$ cat src/rtl/branch_predictor.sv
// branch_predictor
//   Direct-mapped branch target buffer with a 2-bit saturating direction
//   counter per entry. Lookup is combinational from PC_F. The entry index
//   comes either straight from the PC (bimodal) or from the PC XORed with
//   a global history register (gshare). The block also counts mispredictions.
//
// Ports
//   CLOCK          clock; all state updates on the rising edge
//   RESET          asynchronous, active-high reset
//   PC_F           fetch PC to predict
//   PredHit_F      lookup entry is valid and its tag matches
//   PredTaken_F    branch predicted taken
//   PredTarget_F   predicted next PC (entry target, or PC_F+4)
//   UpdEN          a resolved-branch update is present this cycle
//   UpdPC          PC of the resolved branch
//   UpdTaken       resolved direction
//   UpdTarget      resolved taken target
//   UpdMispredict  the pipeline flushed for this branch
//   MissCount      saturating count of mispredictions
module branch_predictor #(
  parameter int unsigned ENTRIES = 16,
  parameter int unsigned MODE    = 0,
  parameter int unsigned HIST_W  = 4,
  parameter int unsigned CNT_W   = 16
) (
  input  logic             CLOCK,
  input  logic             RESET,
  input  logic [31:0]      PC_F,
  output logic             PredHit_F,
  output logic             PredTaken_F,
  output logic [31:0]      PredTarget_F,
  input  logic             UpdEN,
  input  logic [31:0]      UpdPC,
  input  logic             UpdTaken,
  input  logic [31:0]      UpdTarget,
  input  logic             UpdMispredict,
  output logic [CNT_W-1:0] MissCount
);

  localparam int unsigned IDX_W = $clog2(ENTRIES);
  localparam int unsigned TAG_W = 30 - IDX_W;

  logic [ENTRIES-1:0] r_valid;
  logic [TAG_W-1:0]   r_tag    [ENTRIES];
  logic [31:0]        r_target [ENTRIES];
  logic [1:0]         r_cnt    [ENTRIES];
  logic [HIST_W-1:0]  r_ghr;
  logic [CNT_W-1:0]   r_miss;

  logic [IDX_W-1:0]   w_hist;
  logic [IDX_W-1:0]   w_lk_idx;
  logic [TAG_W-1:0]   w_lk_tag;
  logic               w_lk_hit;
  logic [IDX_W-1:0]   w_up_idx;
  logic [TAG_W-1:0]   w_up_tag;
  logic               w_up_hit;
  logic               w_unused;

  // PC bits [1:0] never take part in indexing or tagging.
  assign w_unused = ^{PC_F[1:0], UpdPC[1:0]};

  // History is zero-extended into the index so it only disturbs the low
  // HIST_W bits; bimodal mode ignores it entirely.
  assign w_hist   = (MODE == 1) ? IDX_W'(r_ghr) : '0;

  assign w_lk_idx = PC_F[IDX_W+1:2] ^ w_hist;
  assign w_lk_tag = PC_F[31:IDX_W+2];
  assign w_up_idx = UpdPC[IDX_W+1:2] ^ w_hist;
  assign w_up_tag = UpdPC[31:IDX_W+2];

  // Lookup reads pre-edge state, so a same-cycle update becomes visible
  // only from the following cycle.
  assign w_lk_hit = !RESET && r_valid[w_lk_idx] && (r_tag[w_lk_idx] == w_lk_tag);
  assign w_up_hit = r_valid[w_up_idx] && (r_tag[w_up_idx] == w_up_tag);

  assign PredHit_F    = w_lk_hit;
  assign PredTaken_F  = w_lk_hit && r_cnt[w_lk_idx][1];
  assign PredTarget_F = PredTaken_F ? r_target[w_lk_idx] : (PC_F + 32'd4);
  assign MissCount    = r_miss;

  // Valid bits, counters, history and miss count carry a reset value.
  always_ff @(posedge CLOCK or posedge RESET) begin
    if (RESET) begin
      r_valid <= '0;
      for (int unsigned i = 0; i < ENTRIES; i++) begin
        r_cnt[i] <= 2'b01;
      end
      r_ghr  <= '0;
      r_miss <= '0;
    end else if (UpdEN) begin
      r_ghr <= HIST_W'({r_ghr, UpdTaken});
      if (UpdMispredict && (r_miss != '1)) begin
        r_miss <= r_miss + 1'b1;
      end
      if (w_up_hit) begin
        if (UpdTaken && (r_cnt[w_up_idx] != 2'b11)) begin
          r_cnt[w_up_idx] <= r_cnt[w_up_idx] + 2'b01;
        end else if (!UpdTaken && (r_cnt[w_up_idx] != 2'b00)) begin
          r_cnt[w_up_idx] <= r_cnt[w_up_idx] - 2'b01;
        end
      end else if (UpdTaken) begin
        r_valid[w_up_idx] <= 1'b1;
        r_cnt[w_up_idx]   <= 2'b10;
      end
    end
  end

  // Tag and target storage needs no reset: it is qualified by r_valid.
  always_ff @(posedge CLOCK) begin
    if (!RESET && UpdEN && UpdTaken) begin
      r_target[w_up_idx] <= UpdTarget;
      if (!w_up_hit) begin
        r_tag[w_up_idx] <= w_up_tag;
      end
    end
  end

endmodule

$ cat config.mk
export PLATFORM = sky130hd
export DESIGN_NAME = branch_predictor
export DESIGN_NICKNAME = d
export VERILOG_FILES = /design/src/rtl/branch_predictor.sv
export SDC_FILE = /design/constraint.sdc
export NUM_CORES = 1
export LEC_CHECK = 0
export CAP_MARGIN = 30
export CORE_UTILIZATION = 35
export DETAILED_ROUTE_END_ITERATION = 8
export GPL_TIMING_DRIVEN = 0
export HOLD_SLACK_MARGIN = 0.06
export PLACE_DENSITY = 0.61
export SYNTH_ARGS = -nofsm -noshare
export SYNTH_HDL_FRONTEND = slang
export SYNTH_SLANG_ARGS = --single-unit
$ cat constraint.sdc
create_clock -name CLOCK -period 6.6 [get_ports CLOCK]
set_input_delay 1.32 -clock CLOCK [delete_from_list [all_inputs] [get_ports CLOCK]]
set_output_delay 1.32 -clock CLOCK [all_outputs]
set_load 0.005 [all_outputs]
---- After elaboration in Yosys (flattened, before gate mapping) ----
Memories as Yosys holds them, arrays and structs flattened.
Index checks and enable logic that the tools add are counted.
storage, ports and cells
  flip-flop bits (word level) ............. 64
  memories kept ........................... 2
  memory bits (writable) .................. 928
  output and inout bits ................... 50
cells by class
  bitwise logic cells ..................... 7
  multiplexer cells ....................... 26
  equal/unequal tests ..................... 5
  $lt $le $gt $ge ......................... 6
  reductions and logical operators ........ 18
  add/sub/neg operators ................... 4
memories
  name      words  bits a word  rd ports  clocked after Yosys merged registers in  wr ports  line  text
  r_target  16     32           1         0                                        1         45    logic [31:0] r_target [ENTRIES];
  r_tag     16     26           2         0                                        1         44    logic [TAG_W-1:0] r_tag [ENTRIES];
operators with widths
  kind                                                                number
  two-way mux 32 bit                                                  5
  bitwise mux 32 bit                                                  2
  == test 26 bit                                                      2
  adder 32 x 3 -> 32 bit (second input constant)                      1
  bitwise OR 16 bit                                                   2
  adder 16 x 1 -> 16 bit (second input constant)                      1
  bitwise AND 16 bit                                                  1
  binary-select mux 2 bit (select 4 bit)                              2
  inequality test 16 bit (second input constant)                      1
  inverter 16 bit                                                     1
  logical AND 1 bit                                                   11
  greater-or-equal comparator 5 bit (second input constant)           2
  < comparator 4 x 5 -> 1 bit (second input constant)                 2
  two-way mux 2 bit                                                   5
  inverter 4 -> 5 bit                                                 2
  binary-select mux 1 bit (select 4 bit)                              2
  demux 2 bit (select 4 bit)                                          1
  two-way mux 1 bit                                                   8
  AND reduction 3 bit                                                 2
  < comparator 5 x 1 -> 1 bit (second input constant)                 1
  demux 1 bit (select 4 bit)                                          1
  greater-or-equal comparator 4 x 1 -> 1 bit (second input constant)  1
  nonzero test 2 bit                                                  2
  inequality test 3 x 1 -> 1 bit (second input constant)              1
  other kinds (6)                                                     7

---- Longest topological paths before layout ----
  depth after elaboration ................. 9
  gate-level depth with buffers ........... 15
  mapped depth without buffers ............ 9

---- Worst setup path after synthesis ----
No wires, ideal clock.
  kind .................................... in2reg
  from .................................... in UpdPC[5]
  to ...................................... mem r_tag[12][0] (netlist name), enable pin
  arrival time ............................ 6.703 ns
  path slack .............................. -0.588 ns
  cell stages on the path ................. 13
  buffers on the path ..................... 5
  data required time ...................... 6.116 ns
  cell sequence ........................... buf_2 buf_2 buf_2 buf_1 mux4_2 mux2i_1 xnor2_1 nor4_1 o21ai_0 nor4b_4 nor2b_1 clkbuf_1 nor4b_1
on the way
  longest elaborated chain between the ends .. 6
  elaborated cells between the ends (all ways) .. 8
  those cells by class .................... eq/ne: 1; mux: 5; reduce/logical: 1; memory: 1
ends and longest elaborated chain
  element                                                                         line  text
  start, declared                                                                 33    input logic [31:0] UpdPC,
  memory (16 x 26 bit) or binary-select mux 1 bit (select 4 bit) (tied branches)  --
  == test 26 bit or two-way mux 1 bit (tied branches)                             74    assign w_up_hit = r_valid[w_up_idx] && (r_tag[w_up_idx] == w_up_tag);
  logical AND 1 bit                                                               74
  two-way mux 1 bit                                                               112   if (!w_up_hit) begin
  two-way mux 1 bit                                                               110   if (!RESET && UpdEN && UpdTaken) begin
  two-way mux 1 bit (implied by the code)                                         113   r_tag[w_up_idx] <= w_up_tag;
  end, declared                                                                   44
Several ways; a longest one is shown, not always the timed one. The select of a mux whose other input is x is not followed.

---- Worst setup path after layout ----
  from .................................... in PC_F[2]
  to ...................................... out PredTarget_F[5]
on the way
  longest elaborated chain between the ends .. 6
  elaborated cells between the ends (all ways) .. 14
  those cells by class .................... add/sub: 1; eq/ne: 1; mux: 6; bitwise: 1; reduce/logical: 3; memory: 2
ends and longest elaborated chain
  element                                                                       line  text
  start, declared                                                               28    input logic [31:0] PC_F,
  parallel branches: the longest is 5 deep, another holds memory (16 x 26 bit)  --
  two-way mux 32 bit (*)                                                        78    assign PredTarget_F = PredTaken_F ? r_target[w_lk_idx] : (PC_F + 32'd4);
  end, declared                                                                 31    output logic [31:0] PredTarget_F,
Mark *: on every way between the ends. The select of a mux whose other input is x is not followed.

==> key figures <==
Job
  – Max Cap Viol: 0

Floorplanning
  – Ports: between 150 and 200
  – Core area: 126000 sq um
  – Die area: roughly 130000 sq um
  – Die Y: between 300 and 400 um
  – FP Rows: between 100 and 150
  – Initial Util: around a third
  – Die width: roughly 360 um

Global routing
  – Vias in the first global route: around 26000
  – Overall routing resource usage: between 20% and 30%
  – Overflow after GRT: 0
  – Initial antenna violation count: 24
  – Maximum number of pins on one net before global-route repair: 46
  – First-pass GRT wire length: just under 200000 um

Synthesis
  – Post-synth ARST share: ~6.5%
  – Simple-gate area share of the yosys netlist: 3.16%
  – Count leader, synth: edfxtp_1
  – Compound-gate portion of the synthesized area: roughly 2.1%
  – Unique cell type count in the Yosys netlist: 72
  – Post-synthesis cell area: approximately 44000 sq um
  – Synthesized netlist cell count: about 2200
  – Yosys warnings: 0
  – Synth top area share: 62.9%
  – Post-synth EDFFs: 928
  – Main synth FF type: edfxtp_1
  – Leading area contributor after synthesis: edfxtp_1
  – Post-synthesis mux area share: around a quarter
  – Syn avg cell area: around 20 sq um
  – Top cells by count, synth: edfxtp_1, mux4_2, mux4_1
  – Synth area leaders: edfxtp_1, mux4_2, mux4_1, dfrtp_1, mux2i_1
  – Syn Nets: 2281
  – Share of the yosys chip area belonging to registers: 66.6%
  – #FFs+latches synth: around 990
  – Synth Area in Adders: less than 1%
  – Largest family of logic cells by synthesized area: multiplexers
  – Synth Area in XOR/XNOR: just under 2%

Placement
  – Placed Instance Area: 49100 sq um
  – Placed cell count: approximately 4000
  – Port bufs: between 100 and 150
  – Routability cong.: about 0.91
  – Detailed Place HPWL: 93700 um

Worst setup path
  – Critical Path Most Common Cell: buf_12
  – Required @ worst endpoint: approximately 5.3 ns
  – CP Launch Type: primary input
  – CP max FO: 7
  – WS Path Type: in -> out
  – CP max stage cell: mux4_2
  – Setup crit start: PC_F[2]
  – Worst R2R Start: r_tag[11][0]
  – CP Capture Type: output port
  – Cells along the critical path: buf_12 -> buf_12 -> buf_12 -> buf_16 -> mux4_2 -> mux4_2 -> xnor2_2 -> nand2_1 -> or3b_1 -> nor4b_2 -> nand4b_1 -> nor4_4 -> buf_12 -> buf_12 -> buf_12 -> mux2_4 -> buf_6
  – Worst path arrival time: roughly 5.3 ns
  – Max incr delay on CP: around 0.63 ns

Power
  – Flop pwr share: roughly half
  – Leak: 0.0176 uW
  – VDD IR-drop max: ~0.00025 V
  – NetSw: between 3000 and 4000 uW
  – Comb pwr share: approximately a tenth
  – P_int: between 10000 and 15000 uW
  – Clk pwr share: between 40% and 50%
  – Pwr per Cell Area: 266 nW/um^2
  – Sw frac: between 20% and 30%

STA
  – Max transition margin: ~30%
  – Final Hold Vio Count: 0
  – Hold slack: 0.484 ns
  – Final slew viol count: 0
  – Tightest Pin Transition: between 1 and 1.5 ns
  – Tmin final: 6.57 ns
  – RSZ-0062 raised after global routing: yes
  – Clock Skews: roughly 0.031 ns
  – Fmax: between 150 and 200 MHz
  – # setup viols final: 0
  – Period utilisation layout: ~100%

CTS
  – Max clock buf depth: 3
  – Num CTS Buffers: 103
  – H-tree lvl count: 3
  – Clock sinks: 992
  – Clk root buf: clkbuf_16
  – CTS clk-pin slew, worst paths: approximately 0.060 ns
  – CTS tree: built
  – Clock Latency Late Sink: 0.69 ns
  – # hold bufs at CTS: 0

Routing
  – 1st-pass router iterations: 6
  – DRC errors left: 0
  – Vias per inst: slightly below 6
  – Via count: between 20000 and 30000
  – Final WL: 139000 um
  – WL per Instance: about 32 um
  – Post-route ant nets: 0
  – Initial DRC Count: approximately 3500

Finish
  – Share of layout cells above drive strength 1: between 30% and 40%
  – Area Overhead vs Synth: 20.7%
  – Nets: 2635
  – Final core utilization: 42.6%
  – Design Area, Final: ~53000 sq um
  – Non-filler cells, final: between 4000 and 5000

Min path
  – Class of the worst hold path: reg -> reg
  – Hold Startpoint: MissCount[14]

Outcome
  – Status: completed
## flip-flops by register name (all words and copies together), names as in the netlist
signal     cells
r_cnt         32
r_tag        416
r_target     512
r_valid       16
MissCount     16
## worst max-delay path, delay by kind of cell
family	cells	cell delay [ns]
multiplexers	3	1.48
AND/OR/NAND/NOR	5	1.14
buffers and inverters	8	1.03
XOR/XNOR	1	0.21
## cell usage in the layout (no fill, tap or decap), types with 16 or more instances in the layout
master	synthesis	final
nor2b_1	18	17
nor2_1	70	42
mux4_1	92	88
clkinv_2	0	23
buf_8	0	18
mux2_4	29	29
buf_6	11	32
buf_4	23	58
clkdlybuf4s50_1	0	107
mux2i_1	80	80
edfxtp_1	928	928
nand2_1	74	74
dfrtp_1	48	48
clkbuf_16	0	105
nand3_1	28	28
clkbuf_1	38	43
xnor2_1	78	71
clkinv_1	0	20
buf_2	37	22
clkbuf_2	0	28
nand4_1	20	20
xor2_1	22	22
mux2_2	51	51
buf_12	1	54
dfstp_2	16	16
mux4_2	287	291
nor2_4	0	28
## layer usage
metal	track usage, %	routed length, um	up-vias	share of wire (%)
met4	5.74	3820	34	2.8
met1	29.0	54500	13500	39
met2	34.9	66300	1465	48
met5	0	235	-	0.17
met3	5.64	13700	277	9.9
li1	-	-	9960	-
## cells by family (layout without fill, tap and decap cells)
group | Yosys count | after routing
flip-flops | 992 | 992
multiplexers | 541 | 541
AND/OR/NAND/NOR | 276 | 276
buffers and inverters | 145 | 585
AO/OA/AOI/OAI | 118 | 118
XOR/XNOR | 100 | 100
adder cells (fa/ha/maj) | 4 | 4
other | 0 | 3
## final cells by class
type	count	area [sq um]
well taps	1650	2060
clock buffers	127	2700
multi-input cells	1039	14300
diodes	3	7.51
fillers	10800	72100
inverters	9	33.8
repair buffers	250	3030
plain buffers	135	1110
flip-flops and latches	992	29500
clock inverters	64	674
## power by group through the flow
stage          registers, uW  logic, uW  clock network (uW)
2_1_floorplan           7160        690                   0
3_3_place_gp            7170       1200                   0
3_5_place_dp            7180       1250                   0
4_1_cts                 7050       1310                5910
5_1_grt                 7060       1380                6140
6_report                7050       1330                5850
## metrics by stage
step                      setup WS [ns]  power (uW)   TNS, ns
after floorplan                   0.604        7850         0
after global placement            -4.14        8380  -2577.74
after detailed placement          -2.32        8430   -573.56
after CTS                       -0.0124       14300   -0.0374
after global routing           -0.00965       14600   -0.0288
final                            0.0265       14200         0
## timing repair
| action | 4_1_cts | 5_1_grt |
|---|---|---|
| setup buffers | 35 | 7 |
| gates cloned | 4 | 1 |
| setup endpoints to repair | 392 | 177 |
| pin swaps | 9 | 4 |
| gates resized for setup | 216 | 64 |
## worst paths after layout
check                           slack, ns         endpoint  cells after the start
worst min register to register       0.48    MissCount[14]                      1
max in group asynchronous            4.50        r_cnt[12]                      3
worst max register to register       1.84      r_tag[3][6]                     12
worst max-delay path                 0.03  PredTarget_F[5]                     17
min in group asynchronous            1.42       r_valid[4]                      2
worst min-delay path                 0.48    MissCount[14]                      1
Note: power is estimated with default switching activity, not from simulation.
